## config.mk

```make
export PLATFORM = sky130hd
export DESIGN_NAME = lsu_ctrl
export DESIGN_NICKNAME = d
export VERILOG_FILES = /design/src/rtl/lsu_ctrl.sv
export SDC_FILE = /design/constraint.sdc
export NUM_CORES = 1
export LEC_CHECK = 0
export CAP_MARGIN = 20
export CORE_MARGIN = 1.5
export CORE_UTILIZATION = 30
export CTS_CLUSTER_DIAMETER = 80
export DETAILED_ROUTE_END_ITERATION = 16
export GPL_ROUTABILITY_DRIVEN = 0
export PLACE_DENSITY = 0.66
export SYNTH_ARGS = -nofsm -noshare
export SYNTH_HDL_FRONTEND = slang
export SYNTH_SLANG_ARGS = --single-unit
```

## constraint.sdc

```tcl
create_clock -name clk -period 1.9 [get_ports clk]
set_input_delay 0.38 -clock clk [delete_from_list [all_inputs] [get_ports clk]]
set_output_delay 0.38 -clock clk [all_outputs]
set_load 0.03 [all_outputs]
```

## src/rtl/lsu_ctrl.sv

```systemverilog
// Load/store unit controller: CPU MEM stage to data-memory port, with watchdog timeout.
// Optional build macro MISALIGN_TRAP_EN traps misaligned requests instead of aligning them.
module lsu_ctrl #(
  parameter int unsigned TIMEOUT_CYCLES = 255
) (
  input  logic        clk,
  input  logic        rst_n,
  input  logic        lsu_req,
  input  logic        lsu_we,
  input  logic [2:0]  lsu_func3,
  input  logic [31:0] lsu_addr,
  input  logic [31:0] lsu_wdata,
  output logic        lsu_stall,
  output logic [31:0] lsu_rdata,
  output logic        lsu_done,
  output logic        lsu_err,
  output logic        mem_req,
  output logic        mem_we,
  output logic [3:0]  mem_wstrb,
  output logic [31:0] mem_addr,
  output logic [31:0] mem_wdata,
  input  logic        mem_ack,
  input  logic [31:0] mem_rdata
);

  typedef enum logic [1:0] {S_IDLE, S_ACCESS, S_DONE, S_ERR} state_t;

  localparam logic [9:0] WDOG_LAST = 10'(TIMEOUT_CYCLES - 1);

  state_t      r_state;
  logic        r_we;
  logic [2:0]  r_func3;
  logic [1:0]  r_lane;
  logic [9:0]  r_wdog;

  logic        w_is_half;
  logic        w_is_word;
  logic [31:0] w_addr_al;

  function automatic logic [3:0] store_strb(input logic [2:0] f3, input logic [1:0] lane);
    case (f3)
      3'b000:  store_strb = 4'b0001 << lane;
      3'b001:  store_strb = 4'b0011 << {lane[1], 1'b0};
      3'b010:  store_strb = 4'b1111;
      default: store_strb = 4'b0000;
    endcase
  endfunction

  function automatic logic [31:0] store_data(input logic [2:0] f3, input logic [31:0] wd);
    case (f3)
      3'b000:  store_data = {4{wd[7:0]}};
      3'b001:  store_data = {2{wd[15:0]}};
      default: store_data = wd;
    endcase
  endfunction

  function automatic logic [31:0] load_extend(input logic [2:0] f3, input logic [1:0] lane,
                                              input logic [31:0] word);
    logic [31:0] sh;
    sh = word >> {lane, 3'b000};
    case (f3)
      3'b000:  load_extend = {{24{sh[7]}}, sh[7:0]};
      3'b001:  load_extend = {{16{sh[15]}}, sh[15:0]};
      3'b010:  load_extend = sh;
      3'b100:  load_extend = {24'b0, sh[7:0]};
      3'b101:  load_extend = {16'b0, sh[15:0]};
      default: load_extend = 32'b0;
    endcase
  endfunction

  // hu (101) only exists as a load; a store with 101 is simply an unsupported store
  assign w_is_half = (lsu_func3 == 3'b001) || ((lsu_func3 == 3'b101) && !lsu_we);
  assign w_is_word = (lsu_func3 == 3'b010);

`ifdef MISALIGN_TRAP_EN
  logic w_misalign;
  assign w_misalign = (w_is_half && lsu_addr[0]) || (w_is_word && (lsu_addr[1:0] != 2'b00));
  assign w_addr_al  = lsu_addr;
`else
  assign w_addr_al = {lsu_addr[31:2],
                      lsu_addr[1] & ~w_is_word,
                      lsu_addr[0] & ~w_is_word & ~w_is_half};
`endif

  assign lsu_stall = lsu_req & ((r_state == S_IDLE) | (r_state == S_ACCESS));

  always_ff @(posedge clk or negedge rst_n) begin
    if (!rst_n) begin
      r_state   <= S_IDLE;
      r_we      <= 1'b0;
      r_func3   <= 3'b000;
      r_lane    <= 2'b00;
      r_wdog    <= 10'd0;
      lsu_rdata <= 32'b0;
      lsu_done  <= 1'b0;
      lsu_err   <= 1'b0;
      mem_req   <= 1'b0;
      mem_we    <= 1'b0;
      mem_wstrb <= 4'b0000;
      mem_addr  <= 32'b0;
      mem_wdata <= 32'b0;
    end else begin
      lsu_done <= 1'b0;
      lsu_err  <= 1'b0;
      case (r_state)
        S_IDLE: begin
          if (lsu_req) begin
            r_we      <= lsu_we;
            r_func3   <= lsu_func3;
            r_lane    <= w_addr_al[1:0];
            r_wdog    <= 10'd0;
            mem_we    <= lsu_we;
            mem_addr  <= {w_addr_al[31:2], 2'b00};
            mem_wstrb <= lsu_we ? store_strb(lsu_func3, w_addr_al[1:0]) : 4'b0000;
            mem_wdata <= store_data(lsu_func3, lsu_wdata);
`ifdef MISALIGN_TRAP_EN
            if (w_misalign) begin
              lsu_err   <= 1'b1;
              lsu_rdata <= 32'b0;
              r_state   <= S_ERR;
            end else begin
              mem_req <= 1'b1;
              r_state <= S_ACCESS;
            end
`else
            mem_req <= 1'b1;
            r_state <= S_ACCESS;
`endif
          end
        end
        // ack has priority over a timeout expiring in the same cycle
        S_ACCESS: begin
          if (mem_ack) begin
            mem_req   <= 1'b0;
            lsu_done  <= 1'b1;
            lsu_rdata <= r_we ? 32'b0 : load_extend(r_func3, r_lane, mem_rdata);
            r_state   <= S_DONE;
          end else if (r_wdog == WDOG_LAST) begin
            mem_req   <= 1'b0;
            lsu_err   <= 1'b1;
            lsu_rdata <= 32'b0;
            r_state   <= S_ERR;
          end else begin
            r_wdog <= r_wdog + 10'd1;
          end
        end
        S_DONE, S_ERR: begin
          lsu_rdata <= 32'b0;
          r_state   <= S_IDLE;
        end
        default: r_state <= S_IDLE;
      endcase
    end
  end

endmodule

```

==> results of run 1 <==
-- kinds of logic (layout without fill, tap and decap cells) --
group | after synthesis | count (layout) | synth area share
adders and majority gates | 2 | 2 | 0.00441
muxes | 54 | 54 | 0.0974
and+or+nand+nor | 233 | 233 | 0.179
xor gates and xnor gates | 1 | 1 | 0.00154
AOI/OAI and AO/OA | 121 | 121 | 0.151
other | 1 | 2 | 0.000661
DFF | 119 | 119 | 0.525
buffers and inverters | 47 | 288 | 0.0414
-- final cells by class --
type                       instances  area [um2]  area share
clock buffer                      18         429      0.0482
inverter                           7        26.3     0.00295
clock inverter                    14         175      0.0197
tap                              234         293      0.0329
multi-input combinational        413        2480       0.278
timing repair buffer             249        2520       0.284
sequential                       119        2980       0.335
-- placed cells by master, fill, tap and decap left out, drive strengths merged, types with 9 or more instances in the layout --
cell,Yosys,routed
a221o,24,24
mux2,10,10
clkbuf,19,18
mux2i,44,44
buf,21,44
a21oi,20,20
nand2,180,180
o21ai,49,49
clkdlybuf4s50,0,191
inv,7,10
nor2,19,19
dlymetal6s2s,0,9
dfrtp,119,119
-- final timing paths --
kind	startpoint	to
worst max-delay path	lsu_rdata[1]	lsu_rdata[1]
max in group asynchronous	rst_n	r_state[0]
worst min register to register	mem_addr[17]	mem_addr[17]
worst min-delay path	rst_n	lsu_rdata[13]
min in group clk	mem_addr[17]	mem_addr[17]
worst max register to register	r_state[1]	lsu_rdata[27]
-- worst register-to-register path, cell delays in order, from the launching register on --
cell,delay (ns)
dfrtp_1,0.46
and4bb_1,0.32
and4_1,0.22
nor2b_1,0.47
a221o_1,0.24
-- per-layer routing --
| metal | up-vias | global-route usage | part of all wire |
|---|---|---|---|
| met1 | 2342 | 0.222 | 0.45 |
| li1 | 2462 | - | - |
| met5 | - | 0 | 0.00080 |
| met3 | 11 | 0.0663 | 0.069 |
| met2 | 151 | 0.275 | 0.47 |
| met4 | 2 | 0.0411 | 0.0091 |
-- synthesized netlist by cell type, types with 3 or more instances --
cell type	number	share of area
nand2_1	180	0.12
dfrtp_1	119	0.52
mux2i_1	44	0.078
o21ai_0	43	0.038
a221o_1	24	0.042
a21oi_1	20	0.018
clkbuf_1	19	0.013
nor2_1	19	0.013
mux2_2	10	0.020
buf_2	8	0.0071
o2bb2ai_1	8	0.012
inv_1	7	0.0046
o21ai_1	6	0.0053
buf_4	5	0.0066
buf_1	4	0.0026
buf_6	4	0.0079
nand2b_1	3	0.0033
nor2b_1	3	0.0033
or3_1	3	0.0033
-- what timing repair did --
item,in CTS,in global routing
setup endpoints to repair,4,10
hold endpoints to repair,19,0
pin swaps,0,0
hold buffers,1,0
gates resized for setup,4,10
-- per-stage QoR --
stage	utilization	hold slack [ns]	cells	total power, mW
6_report	0.478	0.394	1054	13.0
5_1_grt	0.478	0.398	1054	13.8
4_1_cts	0.476	0.389	1054	13.2
3_5_place_dp	0.444	0.301	1021	9.83
3_3_place_gp	0.444	0.299	1021	9.77
2_1_floorplan	-	0.0844	579	7.22
-- registers in the layout, summed over array words and instances, names as in the netlist --
register and cells:
lsu_done 1, lsu_err 1, lsu_rdata 32, mem_addr 30, mem_req 1, mem_wdata 32
mem_wstrb 4, r_func3 3, r_lane 2, r_state 2, r_wdog 10, r_we 1
-- power by group --
part / leakage, nW / total [mW] / switching, mW / internal (mW)
clock network: 0.287 / 3.31 / 1.23 / 2.07
logic: 2.27 / 5.77 / 3.28 / 2.49
registers: 1.53 / 3.97 / 0.563 / 3.41
total: 4.08 / 13.0 / 5.07 / 7.97
==> results.ini, run 1 <==
[routing]
drtAntennaViolNets = 0
drc = 0
viasPerCell = 4.71
first_iter_violations = 253
dr.pass1.iters = 4
wl_per_cell_um = 15.5
num_vias = 4968
drt_wl_total_um = 16300

[power_and_ir_drop]
p_leak_nw = 4.08
ir_worst_vdd_uv = 661
p_per_area_nw_per_um2 = 1470

[clock_tree]
postCtsSetupBuffers = 0
tritoncts = yes
cts_buffer_depth = 2
clk_pin_slew_ns = 0.06
htreeDepth = 4
clk_latency_ns = 0.42
cts.sinks = 119
cts_root_buf = clkbuf_16
cts_buffers = 17

[yosys]
synth_area_um2 = 5680
synthArstFlopShare = 1.00
synth_seq_cells = 119
ys.flop_type = dfrtp_1
yosysWarnings = 0
syn_avg_cell_area_um2 = 9.82
synthCells = 578
ys_seq_area_frac = 0.525
yosysUniqueCellTypes = 58
synth_edf_count = 0

[layout]
drive_gt1_frac = 0.124
fin_nets = 913
syn_to_final_growth_pct = 56.9
final_area_um2 = 8900
antenna_cells = 0
fillers = 1785

[place]
portBuffers = 206
dp_hpwl_um = 11800
dp_slack_ns = -0.283
dpl-instance-area_um2 = 8270

[global_routing]
grt_pass1_wl_um = 26900
grt_pass1_vias = 5010
grt.total_usage = 0.173
grt_max_degree = 65
antenna_found_initial = 1
gr-total-overflow = 0

[worst_setup_path]
arrival_ns = 1.48
path_max_fanout = 2
critPathCaptureType = primary output
r2r_slack_ns = 0.13
crit_type = register to primary output
crit_chain = clkdlybuf4s50_1
cpPeakStageDelay_ns = 0.73
crit_buf_inv = 1
required_ns = 1.52
cp_slowest_cell = clkdlybuf4s50_1
path_depth = 1
rr_worst_depth = 4
critical_path.top_delay_family = buffers and inverters
cp-start-kind = register

[flow_run]
maxCapViolations = 0

[floorplan]
pin_count = 209
coreArea_um2 = 18600
start_util = 0.304
die_y_um = 141
core.rowCount = 50
dieArea_um2 = 19800
fp.dieW_um = 141

[sta]
hold_violations = 0
setup_violations = 0
slew_viol_final = 0
finalCriticalPeriod_ns = 1.86
rsz0062_at_grt = false
fin_crit_sh = 0.980
setup_tns_ns = 0
fmax_mhz = 537
slew_headroom = 0.560
fin_skew_ns = 0.00868
tightestPinTransition_ns = 0.658
fin_ws_ns = 0.0387

[run_status]
status = completed

[worst_hold_path]
hold_class = input port to asynchronous set/reset pin

(Power assumes the default switching activity.)
==> run 2: changes to the inputs <==
Settings changed: GPL_ROUTABILITY_DRIVEN 0 to unset, SLEW_MARGIN set to 5.
Clock period 1.9 ns to 1.7 ns, I/O delays scaled along.
==> run 2 against run 1 <==
  * The flow now finishes with violations (setup timing)
  * Critical endpoint is now lsu_rdata[31]
  * Critical path depth increased by 5
  * Die area unchanged
  * Power increased by 13%
  * Global-route usage grew 0.39 points
  * Final area up 3.6%
  * Wire length rose by 11%
  * Worst hold slack worse by 0.0015 ns
  * Utilization is 1.7 points higher
==> results.ini, run 2 (synthesis gave the netlist of run 1 again) <==
[worst_hold_path]
hold_depth = 3
min_to = lsu_err
min_from = mem_ack
hold_class = input port to register

[floorplan]
dieArea_um2 = 19800  ; unchanged
die_y_um = 141  ; unchanged
core.rowCount = 50  ; unchanged
start_util = 0.304  ; unchanged
coreArea_um2 = 18600  ; unchanged
fp.dieW_um = 141  ; unchanged
pin_count = 209  ; unchanged

[worst_setup_path]
cp-start-kind = register
reg2reg_from = r_wdog[0]
arrival_ns = 2.10  ; +0.62 ns
r2r_slack_ns = -0.11  ; -0.24 ns
rr_worst_depth = 6  ; +2
path_max_fanout = 13  ; +11
crit_type = register to register
required_ns = 1.99  ; +0.47 ns
critPathCaptureType = register
regToRegEndpoint = lsu_rdata[31]
crit_start = r_wdog[0]

[sta]
fmax_mhz = 552
finalCriticalPeriod_ns = 1.81
fin_ws_ns = -0.110  ; -0.149 ns
rsz0062_at_grt = true
tightestPinTransition_ns = 0.567  ; -0.0914 ns
slew_headroom = 0.620  ; +0.0605
slew_viol_final = 0  ; unchanged
fin_crit_sh = 1.06
setup_violations = 33  ; +33
hold_violations = 0  ; unchanged
fin_skew_ns = 0.0112  ; +0.00253 ns

[global_routing]
antenna_found_initial = 0  ; -1
grt_max_degree = 59  ; -9.2%
gr-total-overflow = 0  ; unchanged
grt_pass1_wl_um = 27500  ; +2.1%
grt.total_usage = 0.177  ; +0.00388
grt_pass1_vias = 5140  ; +2.6%

[place]
dp.cells = 1034  ; +1.3%
dp_hpwl_um = 12300  ; +3.5%
portBuffers = 206  ; unchanged
routabilityCongestion = 0.804

[layout]
fin_nets = 944  ; +3.4%
fin_util = 0.495  ; +0.0174
drive_gt1_frac = 0.177  ; +0.0530
layout_common_cells = nand2_1, dfrtp_1, dlygate4sd2_1
top_regs = lsu_rdata: 32 flops, mem_wdata: 32 flops, mem_addr: 30 flops
layout.cells.non_filler = 1085  ; +2.9%
antenna_cells = 0  ; unchanged
syn_to_final_growth_pct = 62.6
final_common_cell = nand2_1

[routing]
wl_met2_um = 8650  ; +12%
wl_met1_um = 8030  ; +9.9%
drt_wl_total_um = 18100  ; +11%
num_vias = 5224  ; +5.2%
top_layer = met4
drtAntennaViolNets = 0  ; unchanged
drc = 0  ; unchanged
dr.pass1.iters = 4  ; unchanged
wl_met3_um = 1230  ; +8.9%
wl_per_cell_um = 16.7  ; +7.8%
viasPerCell = 4.81  ; +2.1%
first_iter_violations = 185  ; -27%

[clock_tree]
tritoncts = yes
clk_pin_slew_ns = 0.06  ; about the same
cts_buffer_depth = 2  ; unchanged
cts_root_buf = clkbuf_16
cts.sinks = 119  ; unchanged
cts_buffers = 17  ; unchanged
htreeDepth = 4  ; unchanged
clk_latency_ns = 0.41  ; about the same

[flow_run]
maxCapViolations = 0  ; unchanged

[power_and_ir_drop]
ir_worst_vdd_uv = 734  ; +11%
p_per_area_nw_per_um2 = 1600  ; +9.1%
p_leak_nw = 4.49  ; +10%

[run_status]
violations = setup timing
status = finished, violations left

[run 2: worst max-delay path by stage]
stage / end / slack (ns) / cells after the start
finish: lsu_rdata[31] / -0.11 / 6
floorplan: lsu_rdata[22] / -0.13 / 7
global route: lsu_rdata[24] / -0.16 / 6
global placement: r_wdog[4] / -0.41 / 6
detailed placement: lsu_rdata[31] / -0.43 / 5
CTS: lsu_rdata[19] / -0.09 / 6
[run 2: area by class of cell]
type	instances	area (um2)
Inverter	7	26.3
Tap cell	234	293
Sequential cell	119	2980
Clock buffer	18	439
Multi-Input combinational cell	416	2610
Fill cell	1740	9420
Clock inverter	14	221
Timing Repair Buffer	277	2660
[run 2: repair_timing]
item,CTS,global route
pin swaps,4,18
gates resized for setup,112,28
setup buffers,5,5
hold buffers,1,0
gates cloned,0,8
endpoints found under the setup margin,133,51
endpoints found under the hold margin,32,0
[run 2: report_power, final]
group,total (mW),switching [mW],internal (mW),leakage [nW]
Combinational,6.28,3.85,2.43,2.65
Sequential,4.42,0.606,3.81,1.53
Clock,4.05,1.40,2.66,0.314
Total,14.8,5.86,8.89,4.49
[run 2: layer usage]
metal	up-vias	global-route usage
met3	15	0.0568
li1	2541	-
met4	0	0.0493
met2	160	0.289
met5	-	0
met1	2508	0.225
[run 2: worst max-delay path, cell delays in order, from the launching register on]
cell,delay (ns)
dfrtp_1,0.38
inv_1,0.06
ha_1,0.15
nor3b_4,0.25
a31oi_4,0.18
o21a_4,0.30
a221o_1,0.36
[run 2: per-stage QoR]
step	total power, mW	setup WS (ns)	setup TNS, ns	area (um2)	hold WS (ns)
floorplan	8.09	-0.127	-2.72	5690	0.0444
global placement	10.9	-0.413	-23.56	8340	0.346
detailed placement	11.0	-0.434	-25.37	8340	0.339
CTS	14.5	-0.0879	-1.76	8960	0.436
global route	15.5	-0.157	-3.89	9230	0.389
finish	14.8	-0.110	-1.80	9230	0.392
==> run 3: changes to the inputs <==
Settings changed: CAP_MARGIN 20 to 25, CELL_PAD_IN_SITES_DETAIL_PLACEMENT set to 0, CELL_PAD_IN_SITES_GLOBAL_PLACEMENT set to 1, GPL_TIMING_DRIVEN set to 1, PLACE_DENSITY 0.66 to 0.83.
==> run 3 against run 2 <==
  * The flow still finishes with violations (setup timing)
  * Via count is 1.8% lower
  * Power down 5.0%
  * First-iteration DRC count grew 25%
  * Combinational power down 5.3%
  * Wire length is 8.1% lower
  * Fmax grew 1.5%
  * Clock skew down 0.00068 ns
  * Sequential cell count unchanged
  * Clock-buffer cell count down 1
  * Utilization decreased by 1.6 points
==> results.ini, run 3 (synthesis gave the netlist of run 1 again) <==
[clock_tree]
cts_buffers = 17  ; unchanged
cts.sinks = 119  ; unchanged
clk_pin_slew_ns = 0.06  ; about the same
clk_latency_ns = 0.41  ; about the same
cts_buffer_depth = 2  ; unchanged
tritoncts = yes
cts_root_buf = clkbuf_16
htreeDepth = 4  ; unchanged

[routing]
drtAntennaViolNets = 0  ; unchanged
viasPerCell = 4.79  ; -0.44%
drt_wl_total_um = 16700  ; -8.1%
wl_per_cell_um = 15.6  ; -6.8%
num_vias = 5129  ; -1.8%
dr.pass1.iters = 4  ; unchanged
drc = 0  ; unchanged
first_iter_violations = 231  ; +25%

[sta]
fin_skew_ns = 0.0105  ; -0.000677 ns
fin_ws_ns = -0.0837  ; +0.0263 ns
slew_headroom = 0.586  ; -0.0345
rsz0062_at_grt = true
setup_tns_ns = -1.46  ; +0.342 ns
fin_crit_sh = 1.05  ; -0.0155
whs_ns = 0.292  ; -0.100 ns
setup_violations = 34  ; +3.0%
fmax_mhz = 561  ; +1.5%
tightestPinTransition_ns = 0.619  ; +0.0525 ns
slew_viol_final = 0  ; unchanged
hold_violations = 0  ; unchanged
finalCriticalPeriod_ns = 1.78  ; -0.0263 ns

[place]
dp_slack_ns = -0.437  ; -0.00297 ns
routabilityCongestion = 0.826  ; +2.8%
dp.cells = 1030  ; -0.39%
dp_hpwl_um = 11600  ; -5.4%
portBuffers = 206  ; unchanged

[floorplan]
coreArea_um2 = 18600  ; unchanged
die_y_um = 141  ; unchanged
pin_count = 209  ; unchanged
dieArea_um2 = 19800  ; unchanged
fp.dieW_um = 141  ; unchanged
start_util = 0.304  ; unchanged
core.rowCount = 50  ; unchanged

[global_routing]
grt_max_degree = 60  ; +1.7%
grt_pass1_wl_um = 27000  ; -1.6%
grt.total_usage = 0.174  ; -0.00256
grt_pass1_vias = 4981  ; -3.1%
antenna_found_initial = 1  ; +1
gr-total-overflow = 0  ; unchanged

[worst_setup_path]
cp-start-kind = register
path_max_fanout = 8  ; -5
r2r_slack_ns = -0.08  ; +0.03 ns
reg2reg_from = r_wdog[0]
crit_chain = inv_1 -> ha_2 -> nor3b_4 -> a31oi_4 -> o21a_4 -> a221o_1
crit_type = register to register
cpPeakStageDelay_ns = 0.38  ; about the same
critical_path.top_delay_family = compound AO/OA/AOI/OAI gates
cp_slowest_cell = dfrtp_1
arrival_ns = 2.08  ; -0.02 ns
required_ns = 1.99  ; about the same
crit_buf_inv = 1  ; unchanged
critPathCaptureType = register
rr_worst_depth = 6  ; unchanged
regToRegEndpoint = lsu_rdata[18]

[layout]
layout.cells.non_filler = 1070  ; -1.4%
layout_common_cells = nand2_1, dfrtp_1, dlygate4sd2_1
fillers = 1797  ; +3.3%
register_area_um2 = 2980  ; about the same
top_regs = lsu_rdata: 32 flops, mem_wdata: 32 flops, mem_addr: 30 flops
fin_nets = 929  ; -1.6%
antenna_cells = 0  ; unchanged
drive_gt1_frac = 0.160  ; -0.0172
final_common_cell = nand2_1
multi_input_area_um2 = 2600  ; -0.48%
syn_to_final_growth_pct = 57.5

[flow_run]
maxCapViolations = 0  ; unchanged

[power_and_ir_drop]
p_leak_nw = 4.34  ; -3.5%
power_mw = 14.0  ; -5.0%
ir_worst_vdd_uv = 735  ; +0.16%
p_per_area_nw_per_um2 = 1570  ; -1.9%

[worst_hold_path]
hold_class = input port to asynchronous set/reset pin

[run_status]
violations = setup timing
status = finished, violations left

==> run 3: cell types whose count changed in the layout (fill, tap and decap cells not counted), sizes merged <==
| cell | previous run | this run |
|---|---|---|
| inv | 10 | 9 |
| clkinv | 3 | 7 |
| dlygate4sd2 | 102 | 103 |
| buf | 70 | 57 |
| bufinv | 5 | 3 |
| clkbuf | 21 | 17 |
| or3b | 3 | 2 |
| dlymetal6s2s | 1 | 0 |
| o21a | 4 | 5 |
| clkdlybuf4s50 | 100 | 101 |
==> run 3: area by class of cell <==
type                       count  area share
timing repair buffer         262       0.273
tap                          234      0.0328
sequential                   119       0.334
inverter                       7     0.00294
multi-input combinational    416       0.291
clock buffer                  17      0.0476
clock inverter                15      0.0197
==> run 3: repair_timing <==
action | CTS | global route
setup endpoints to repair | 134 | 38
gates cloned | 2 | 1
pin swaps | 3 | 26
hold buffers | 1 | 0
endpoints found under the hold margin | 5 | 0
setup buffers | 1 | 3
gates resized for setup | 111 | 15
==> run 3: power breakdown <==
| part | internal (mW) | switching (mW) | total [mW] |
|---|---|---|---|
| Sequential | 3.81 | 0.590 | 4.40 |
| Combinational | 2.24 | 3.72 | 5.95 |
| Clock | 2.30 | 1.36 | 3.67 |
==> run 3: stage by stage <==
stage                     cell area [um2]   util
final                                8940  0.479
after global routing                 8940  0.479
after CTS                            8840  0.474
after detailed placement             8300  0.445
after global placement               8300  0.445
after floorplan                      5690      -
==> run 3: worst max-delay path by stage <==
stage / start / endpoint / slack, ns / cells after the start
3_5_place_dp: mem_ack / lsu_rdata[27] / -0.44 / 5
5_1_grt: r_wdog[0] / lsu_rdata[18] / -0.14 / 6
4_1_cts: r_wdog[0] / lsu_rdata[24] / -0.07 / 6
2_1_floorplan: r_wdog[0] / lsu_rdata[22] / -0.13 / 7
6_report: r_wdog[0] / lsu_rdata[18] / -0.08 / 6
3_3_place_gp: mem_ack / r_wdog[9] / -0.42 / 6
==> run 3: metal layers <==
layer | track usage | share of wire | vias up
met4 | 0.0620 | 0.018 | 2
met1 | 0.227 | 0.45 | 2446
li1 | - | - | 2497
met5 | 0 | 0.00078 | -
met2 | 0.269 | 0.46 | 157
met3 | 0.0581 | 0.066 | 27
==> run 3: worst reg2reg max path, cell delays in order (launching register included) <==
cell and delay [ns]:
dfrtp_1 0.38, inv_1 0.06, ha_2 0.16, nor3b_4 0.23, a31oi_4 0.19, o21a_4 0.31, a221o_1 0.33
